<file path="src/rtl/fpu_align_pipe.sv">
// FPU alignment stage: orders operands by magnitude, aligns the smaller mantissa with GRS bits, folds sub into add, forms the mul exponent.
// Latency: 1 cycle from input transfer to out_valid; full throughput.
// Backpressure: one-entry skid buffer absorbs a beat during an output stall; in_ready is registered and drops while the skid is occupied.
module fpu_align_pipe #(
  parameter int EXP_W = 8,
  parameter int MAN_W = 24,
  parameter int GRS_W = 3,
  parameter int BIAS  = 2**(EXP_W-1)-1
) (
  input  logic               clk,
  input  logic               rst,
  input  logic               in_valid,
  output logic               in_ready,
  input  logic               in_sign_1,
  input  logic               in_sign_2,
  input  logic [EXP_W-1:0]   in_exponent_1,
  input  logic [EXP_W-1:0]   in_exponent_2,
  input  logic [MAN_W-1:0]   in_mantissa_1,
  input  logic [MAN_W-1:0]   in_mantissa_2,
  input  logic [1:0]         in_operator,
  output logic               out_valid,
  input  logic               out_ready,
  output logic               sign_1,
  output logic               sign_2,
  output logic [EXP_W+1:0]   exponent,
  output logic [MAN_W+GRS_W-1:0] mantissa_1,
  output logic [MAN_W+GRS_W-1:0] mantissa_2,
  output logic [1:0]         operator,
  output logic               swapped
);

  // Extended mantissa width and signed exponent width.
  localparam int W  = MAN_W + GRS_W;
  localparam int XW = EXP_W + 2;

  localparam logic [XW-1:0] BIAS_X = XW'(BIAS);

  localparam logic [1:0] OP_ADD = 2'b00;
  localparam logic [1:0] OP_SUB = 2'b01;
  localparam logic [1:0] OP_MUL = 2'b10;
  localparam logic [1:0] OP_RSV = 2'b11;

  // One complete output beat; the output register and the skid buffer both hold this.
  typedef struct packed {
    logic           sign_1;
    logic           sign_2;
    logic [XW-1:0]  exponent;
    logic [W-1:0]   mantissa_1;
    logic [W-1:0]   mantissa_2;
    logic [1:0]     operator;
    logic           swapped;
  } beat_t;

  // Datapath intermediates.
  logic             sign_2_eff;
  logic             do_swap;
  logic             sign_big;
  logic             sign_small;
  logic [EXP_W-1:0] exp_big;
  logic [EXP_W-1:0] exp_small;
  logic [MAN_W-1:0] man_big;
  logic [MAN_W-1:0] man_small;
  logic [EXP_W-1:0] shift_d;
  logic [31:0]      shift_wide;
  logic [W-1:0]     ext_small;
  logic [W-1:0]     shifted;
  logic             lost_bits;
  logic [W-1:0]     aligned_small;
  logic [XW-1:0]    mul_exp;
  beat_t            comp;

  // Handshake state.
  beat_t            out_q;
  logic             out_valid_q;
  beat_t            skid_q;
  logic             skid_valid;
  logic             skid_valid_next;
  logic             in_ready_q;
  logic             accept;
  logic             drain;

  assign accept = in_valid && in_ready_q;
  assign drain  = out_ready || !out_valid_q;

  // Magnitude ordering and right alignment of the smaller operand with sticky collapse.
  always_comb begin
    sign_2_eff = in_sign_2 ^ (in_operator == OP_SUB);
    do_swap    = (in_exponent_2 > in_exponent_1) ||
                 ((in_exponent_2 == in_exponent_1) && (in_mantissa_2 > in_mantissa_1));

    if (do_swap) begin
      sign_big   = sign_2_eff;
      sign_small = in_sign_1;
      exp_big    = in_exponent_2;
      exp_small  = in_exponent_1;
      man_big    = in_mantissa_2;
      man_small  = in_mantissa_1;
    end else begin
      sign_big   = in_sign_1;
      sign_small = sign_2_eff;
      exp_big    = in_exponent_1;
      exp_small  = in_exponent_2;
      man_big    = in_mantissa_1;
      man_small  = in_mantissa_2;
    end

    shift_d    = exp_big - exp_small;
    shift_wide = {{(32-EXP_W){1'b0}}, shift_d};
    ext_small  = {man_small, {GRS_W{1'b0}}};
    shifted    = '0;
    lost_bits  = 1'b0;

    // A shift past the whole extended field leaves only the sticky bit.
    if (shift_wide >= 32'(W)) begin
      aligned_small = {{(W-1){1'b0}}, |man_small};
    end else begin
      shifted       = ext_small >> shift_d;
      lost_bits     = |(ext_small & ~({W{1'b1}} << shift_d));
      aligned_small = shifted | {{(W-1){1'b0}}, lost_bits};
    end
  end

  // Biased product exponent; wraps in XW bits so over/underflow stays visible downstream.
  always_comb begin
    mul_exp = {2'b00, in_exponent_1} + {2'b00, in_exponent_2} - BIAS_X;
  end

  // Assemble the beat for the selected operator.
  always_comb begin
    comp = '0;
    case (in_operator)
      OP_ADD, OP_SUB: begin
        comp.sign_1     = sign_big;
        comp.sign_2     = sign_small;
        comp.exponent   = {2'b00, exp_big};
        comp.mantissa_1 = {man_big, {GRS_W{1'b0}}};
        comp.mantissa_2 = aligned_small;
        comp.operator   = OP_ADD;
        comp.swapped    = do_swap;
      end
      OP_MUL: begin
        comp.sign_1     = in_sign_1;
        comp.sign_2     = in_sign_2;
        comp.exponent   = mul_exp;
        comp.mantissa_1 = {in_mantissa_1, {GRS_W{1'b0}}};
        comp.mantissa_2 = {in_mantissa_2, {GRS_W{1'b0}}};
        comp.operator   = OP_MUL;
        comp.swapped    = 1'b0;
      end
      default: begin
        comp.sign_1   = in_sign_1;
        comp.sign_2   = in_sign_2;
        comp.operator = OP_RSV;
      end
    endcase
  end

  // Skid occupancy: fills on accept during a stall, empties when the output drains.
  always_comb begin
    skid_valid_next = skid_valid;
    if (drain && skid_valid) begin
      skid_valid_next = 1'b0;
    end else if (!drain && accept) begin
      skid_valid_next = 1'b1;
    end
  end

  // Output register, skid buffer and registered in_ready.
  always_ff @(posedge clk or posedge rst) begin
    if (rst) begin
      out_q       <= '0;
      out_valid_q <= 1'b0;
      skid_q      <= '0;
      skid_valid  <= 1'b0;
      in_ready_q  <= 1'b1;
    end else begin
      if (drain) begin
        if (skid_valid) begin
          out_q       <= skid_q;
          out_valid_q <= 1'b1;
        end else begin
          out_valid_q <= accept;
          if (accept) begin
            out_q <= comp;
          end
        end
      end else if (accept) begin
        skid_q <= comp;
      end
      skid_valid <= skid_valid_next;
      in_ready_q <= !skid_valid_next;
    end
  end

  assign in_ready   = in_ready_q;
  assign out_valid  = out_valid_q;
  assign sign_1     = out_q.sign_1;
  assign sign_2     = out_q.sign_2;
  assign exponent   = out_q.exponent;
  assign mantissa_1 = out_q.mantissa_1;
  assign mantissa_2 = out_q.mantissa_2;
  assign operator   = out_q.operator;
  assign swapped    = out_q.swapped;

endmodule

</file>
<file path="config.mk">
export PLATFORM = sky130hd
export DESIGN_NAME = fpu_align_pipe
export DESIGN_NICKNAME = d
export VERILOG_FILES = /design/src/rtl/fpu_align_pipe.sv
export SDC_FILE = /design/constraint.sdc
export NUM_CORES = 1
export LEC_CHECK = 0
export ABC_CLOCK_PERIOD_IN_PS = 5100
export BUFFER_PORTS_ARGS = -buffer_cell sky130_fd_sc_hd__buf_2
export CAP_MARGIN = 15
export CORE_ASPECT_RATIO = 0.9
export CORE_MARGIN = 2
export CORE_UTILIZATION = 59
export CTS_BUF_LIST = sky130_fd_sc_hd__clkbuf_8 sky130_fd_sc_hd__clkbuf_16
export DETAILED_ROUTE_END_ITERATION = 8
export PLACE_DENSITY = 0.79
export SYNTH_ARGS = -nofsm -noshare
export SYNTH_HDL_FRONTEND = slang
export SYNTH_SLANG_ARGS = --single-unit
</file>
<file path="constraint.sdc">
create_clock -name clk -period 5.1 [get_ports clk]
set_input_delay 0.51 -clock clk [delete_from_list [all_inputs] [get_ports clk]]
set_output_delay 0.51 -clock clk [all_outputs]
set_load 0.1 [all_outputs]
</file>
==> results of run 1 <==
metrics by stage:
stage                     util (%)  power (uW)  setup slack [ns]  cell area (um2)
after global routing          70.0        5660             0.137            11800
after detailed placement      66.5        4120             0.180            11200
after floorplan                  -        3470           0.00904            10200
after CTS                     70.0        5390             0.591            11800
after global placement        66.5        4090             0.247            11200
final                         70.0        5420             0.491            11800
worst max-delay path, delay by kind of cell:
family	cells	cell delay [ns]
AOI/OAI and AO/OA	9	2.85
buffers and inverters	2	0.20
and+or+nand+nor	2	0.46
muxes	2	0.51
adders and majority gates	1	0.38
power by group:
part	leakage (uW)	total (uW)	switching, uW	internal, uW
combinational	0.00360	2690	2010	674
sequential	0.00175	1460	146	1320
clock	0.000286	1270	540	732
total	0.00564	5420	2700	2720
cells in the mapped netlist (all sizes together), types with 17 or more instances:
| cell type | instances | area share [%] |
|---|---|---|
| inv | 64 | 2.4 |
| clkbuf | 57 | 2.1 |
| mux2i | 73 | 7.2 |
| nor2 | 90 | 3.3 |
| nand3 | 22 | 1.1 |
| o21ai | 135 | 6.7 |
| mux2 | 17 | 1.9 |
| a21oi | 104 | 5.2 |
| ha | 48 | 5.9 |
| nand2 | 209 | 7.7 |
| buf | 33 | 1.7 |
| a22oi | 28 | 2.1 |
| dfrtp | 134 | 33 |
final cells by class:
class	instances	area share, %
clock buffers	17	3.60
clock inverters	15	1.41
inverters	64	2.07
multi-input cells	956	52.6
flip-flops and latches	135	28.6
well taps	211	2.23
repair buffers	193	9.52
routing by layer:
metal / part of all wire (%) / wire length (um)
met1: 42 / 14600
met3: 10 / 3560
met5: 0 / 0
met4: 3.2 / 1100
met2: 44 / 15100
sequential cells by signal (all words and copies together), names as in the netlist:
register / count
sign_1: 1
skid_valid: 1
mantissa_1: 24
swapped: 1
skid_q: 66
out_valid: 1
operator: 2
in_ready: 1
mantissa_2: 27
exponent: 10
sign_2: 1
kinds of logic (layout without fill, tap and decap cells):
group                      Yosys count  count (layout)  share of synthesized area, %
DFF                                135             135                          33.3
AOI/OAI and AO/OA                  389             389                          23.9
adders and majority gates           50              50                          6.20
buffers and inverters              154             289                          6.17
xor gates and xnor gates            13              13                          1.12
and+or+nand+nor                    396             396                          16.9
muxes                              105             105                          12.4
other                                1               3                        0.0369
worst paths after layout:
kind                                   to  slack [ns]        startpoint  cells past startpoint
setup / recovery           mantissa_2[24]        0.49  in_exponent_1[1]                     16
hold / removal                operator[0]        0.26               rst                      2
setup reg to reg            mantissa_2[3]        2.65        skid_valid                      4
hold reg to reg                   swapped        0.48           swapped                      2
max in group asynchronous      skid_q[35]        3.74               rst                      3
min in group clk                 in_ready        0.40         out_ready                      3
==> impl_results.md, run 1 <==
* DP HPWL at 25400 um
* Slew Limit Fails at 0
* Cells after Synth at 1243
* Total wire length at 34400 um
* Site row count at 45
* CP arrival at 4.93 ns
* Startpoint types: input port
* Register Area at 0.00338 mm2
* Die Area at 0.0183 mm2
* Max incr delay on CP at 0.58 ns
* Max-cap viol count at 0
* Via Count at 10300
* Final-report hold violation count at 0
* GRT Util Overall at 38.1%
* Via density at 6.45
* DR DRC count at 0
* Fill count at 1346
* # Post-CTS Setup Buffers at 0
* Syn Std Cell Area at 0.0102 mm2
* Post-cts hold buffer count at 0
* Setup TNS Final at 0 ns
* Core footprint at 0.0169 mm2
* Fmax at 0.217 GHz
* Fraction of registers with async set or reset after synthesis at 100%
* TritonCTS clock tree: built
* Slew HR at 29.2%
* Pre-Repair DR Iteration Count at 5
* Worst-margin pin slew at 1.06 ns
* Vias in the first global route at 9509
* Crit. End Element: flop
* Initial DRC Count at 1209
* Crit Path Max Fanout at 10
* CP dominant cell by count: mux2i_1
* Initial antenna violation count at 0
* CTS H-tree lvls at 4
* Final min period at 4.61 ns
* Die Height at 129 um
* Fin crit share at 90.4%
* PortBufs at 139
* CTS clk-pin slew, worst paths at 0.06 ns
* Layout area overhead at 16.4%
* Met2 usage in global routing at 57.5%
* Worst skew pair latency at 0.43 ns
* Multi-input logic area at 0.00622 mm2
* Critical-path cell list: buf_2 -> inv_1 -> ha_1 -> nor2b_1 -> o211ai_1 -> a21o_1 -> o2111ai_2 -> o21ai_4 -> mux2i_1 -> o221ai_1 -> a221o_1 -> o31ai_4 -> nand2_2 -> o41ai_2 -> mux2i_1 -> o21ai_0
* Total of warnings raised by yosys at 0
* RSZ-0062 raised after global routing: false
* Hold WC Path Type: input port to asynchronous set/reset pin
* VDD IR max at 0.298 mV
* Initial core utilization at 60.2%
* Clock sink count at 135
* Placed Cells at 1559
* Most frequent cells in the layout: nand2_1, buf_2, dfrtp_1
* Status: complete, no violations
* Most common cell after layout, fill and taps aside: nand2_1
* Final weighted congestion in routability-driven placement at 1.01
* Main synth FF type: dfrtp_1
* CP Data Required Time at 5.42 ns
* First-pass GRT wire length at 53400 um
* Final setup viols at 0
* Final Instance Count excl. Fillers at 1591
* Syn Area/Cell at 8.18 um2
* Grt total ovfl at 0
* Resized cells post-CTS at 0
* Critical path type: input port to flop
* Power Dens Cells at 458 mW/mm2
* Chip width at 142 um
* Buffer depth of the longest clock path at 2
* Antenna Nets Post-Route at 0
* Cts bufs inserted at 17
* ANT cells at 0
* Hold_ws at 0.261 ns
* Cell leakage power at 0.00564 uW
* Root buffer cell: clkbuf_16
* Met3 usage at 8.11%
* Met1 GRT Util at 55.2%
* Register area share after synthesis at 33.3%
* Drt wl/cell at 21.6 um
* GRT Max-Usage Layer: met2
* CP max stage cell: o31ai_4
* Pin count of the biggest net entering global routing at 114
* Post-synth EDFFs at 0
* Post-synth cell types at 83
* I/O pin cnt at 143
* #FFs+latches synth at 135
* Max Clock Skew at 0.0115 ns
* Fraction of layout cells with a size suffix above 1 at 20.2%
* Nets@finish at 1488
Power figures use the tool's default switching activity.
==> run 2, diff against run 1 <==
--- a/config.mk
+++ b/config.mk
@@ -14,6 +14,7 @@
 export CTS_BUF_LIST = sky130_fd_sc_hd__clkbuf_8 sky130_fd_sc_hd__clkbuf_16
 export DETAILED_ROUTE_END_ITERATION = 8
 export PLACE_DENSITY = 0.79
+export SETUP_SLACK_MARGIN = 0.5
 export SYNTH_ARGS = -nofsm -noshare
 export SYNTH_HDL_FRONTEND = slang
 export SYNTH_SLANG_ARGS = --single-unit
==> run 2 against run 1 <==
Clock skew is 0.0019 ns higher. Clock power about the same. Register-to-register slack worse by 0.04 ns. Die area stayed put. Wire length is 0.36% higher. First-iteration DRC count up 6.8%. Worst hold slack got worse by 0.028 ns. Largest power group unchanged. Combinational power barely moved. Critical path depth rose by 4.
==> impl_results.md, run 2 (synthesis gave the netlist of run 1 again) <==
* Total wire length at 34500 um (+0.36%)
* Initial core utilization at 60.2% (unchanged)
* Share of power burned in combinational logic at 49.7% (about the same)
* Fraction of layout cells with a size suffix above 1 at 21.4% (+1.2 points)
* Most frequent cells in the layout: nand2_1, buf_2, dfrtp_1
* FF-to-FF Start: skid_valid
* Clock sink count at 135 (unchanged)
* VDD IR max at 0.265 mV (-11%)
* I/O pin cnt at 143 (unchanged)
* Via Count at 10200 (-0.22%)
* Sequential share of power at 26.8% (-0.2 points)
* Nets@finish at 1481 (-0.47%)
* GRT Util Overall at 37.9% (-0.18 points)
* Layout area overhead at 17.8%
* First-pass GRT wire length at 53200 um (-0.50%)
* Most common cell after layout, fill and taps aside: nand2_1
* Root buffer cell: clkbuf_16
* Hold WC Path Type: input port to asynchronous set/reset pin
* DR DRC count at 0 (unchanged)
* Fin crit share at 85.7% (-4.7 points)
* Worst-margin pin slew at 1.11 ns (+0.0473 ns)
* Sw Pwr at 2740 uW (+1.7%)
* PortBufs at 139 (unchanged)
* Crit. End Element: flop
* Initial DRC Count at 1291 (+6.8%)
* Max-cap viol count at 0 (unchanged)
* Status: complete, no violations
* Final setup viols at 0 (unchanged)
* RSZ-0062 raised after global routing: true
* Site row count at 45 (unchanged)
* Initial antenna violation count at 0 (unchanged)
* CP Data Required Time at 5.36 ns (-0.06 ns)
* Clock power share at 23.5% (about the same)
* TritonCTS clock tree: built
* Drt wl/cell at 21.8 um (+0.81%)
* Pre-Repair DR Iteration Count at 5 (unchanged)
* CP arrival at 4.63 ns (-0.30 ns)
* Worst skew pair latency at 0.43 ns (about the same)
* Switching Share at 50.4% (+0.61 points)
* ANT cells at 0 (unchanged)
* Crit Path Max Fanout at 11 (+1)
* Grt total ovfl at 0 (unchanged)
* Cts bufs inserted at 17 (unchanged)
* Fmax at 0.229 GHz (+5.5%)
* Setup TNS Final at 0 ns (unchanged)
* Final min period at 4.37 ns (-0.239 ns)
* Worst R2R End: mantissa_2[6]
* Die Height at 129 um (unchanged)
* Placed Cells at 1551 (-0.51%)
* Largest register by flop count: skid_q
* Final-report hold violation count at 0 (unchanged)
* Cell Area, Placed at 0.0113 mm2 (+0.87%)
* Design internal power at 2700 uW (-0.73%)
* Pin count of the biggest net entering global routing at 114 (unchanged)
* Vias in the first global route at 9403 (-1.1%)
* Buffer depth of the longest clock path at 2 (unchanged)
* Final weighted congestion in routability-driven placement at 1.04 (+3.3%)
* Max Clock Skew at 0.0134 ns (+0.00189 ns)
* Hold_ws at 0.233 ns (-0.0281 ns)
* Final Instance Count excl. Fillers at 1584 (-0.44%)
* Cell leakage power at 0.00562 uW (-0.28%)
* Largest register FFs at 66 (unchanged)
* Antenna Nets Post-Route at 0 (unchanged)
* Core footprint at 0.0169 mm2 (unchanged)
* Critical path type: input port to flop
* Startpoint types: input port
* R2R setup slack at 2.61 ns (-0.04 ns)
* Die Area at 0.0183 mm2 (unchanged)
* Power Dens Cells at 455 mW/mm2 (-0.72%)
* CTS H-tree lvls at 4 (unchanged)
* Slew HR at 26.0% (-3.2 points)
* CTS clk-pin slew, worst paths at 0.07 ns (about the same)
* Chip width at 142 um (unchanged)
* DP HPWL at 25100 um (-1.3%)
* Via density at 6.46 (+0.22%)
* Slew Limit Fails at 0 (unchanged)
* R2R cell count at 5 (+1)
* Design area at 0.0120 mm2 (+1.2%)
## run 2: critical path: stages
cell and delay [ns]:
buf_2 0.12, inv_1 0.07, ha_1 0.30, nand4_1 0.19, nor4_2 0.46, and4_1 0.31, a21oi_4 0.08, o21a_2 0.20
nor2_1 0.12, nor2_1 0.05, ha_2 0.35, buf_4 0.21, mux2i_1 0.21, mux2i_1 0.11, o211ai_1 0.30, mux2i_1 0.18
a31oi_1 0.23, o2111ai_1 0.16, a2111oi_2 0.33, o31ai_1 0.12
## run 2: cell type report
class | instances | area, um2
multi-input combinational | 956 | 6390
fill | 1354 | 4920
sequential | 135 | 3380
timing repair buffer | 186 | 1090
clock buffer | 17 | 425
tap | 211 | 264
inverter | 64 | 245
clock inverter | 15 | 176
## run 2: per-stage QoR
step | power, uW | util, % | setup slack (ns)
after floorplan | 3520 | - | 0.502
after global placement | 4100 | 67.1 | 0.145
after detailed placement | 4130 | 67.1 | 0.0815
after CTS | 5400 | 70.7 | 0.509
after global routing | 5680 | 70.9 | 0.471
final | 5440 | 70.9 | 0.730
## run 2: routing by layer
layer | GRT usage [%] | share of wire, % | vias to the layer above
met5 | 0 | 0 | -
met4 | 12.1 | 2.7 | 0
met3 | 9.16 | 10 | 77
met2 | 57.6 | 44 | 552
met1 | 53.9 | 44 | 4903
li1 | - | - | 4703
## run 2: what timing repair did
| action | CTS | global route |
|---|---|---|
| setup endpoints to repair | 0 | 37 |
| hold buffers | 0 | 0 |
| resized for setup | 0 | 8 |
| buffers inserted | 0 | 1 |
## run 2: worst max path at each step
| stage | from | end | slack [ns] |
|---|---|---|---|
| after floorplan | in_exponent_1[3] | mantissa_2[0] | 0.50 |
| after global placement | in_exponent_1[3] | skid_q[3] | 0.14 |
| after detailed placement | in_mantissa_1[17] | skid_q[3] | 0.08 |
| after CTS | in_mantissa_1[17] | skid_q[3] | 0.51 |
| after global routing | in_mantissa_1[19] | skid_q[3] | 0.47 |
| final | in_mantissa_1[17] | skid_q[3] | 0.73 |
## run 2: power by group through the flow
stage	clock [uW]	combinational [uW]	sequential, uW
6_report	1280	2700	1460
5_1_grt	1330	2860	1490
4_1_cts	1280	2660	1460
3_5_place_dp	0	2660	1470
3_3_place_gp	0	2640	1460
2_1_floorplan	0	1130	2380
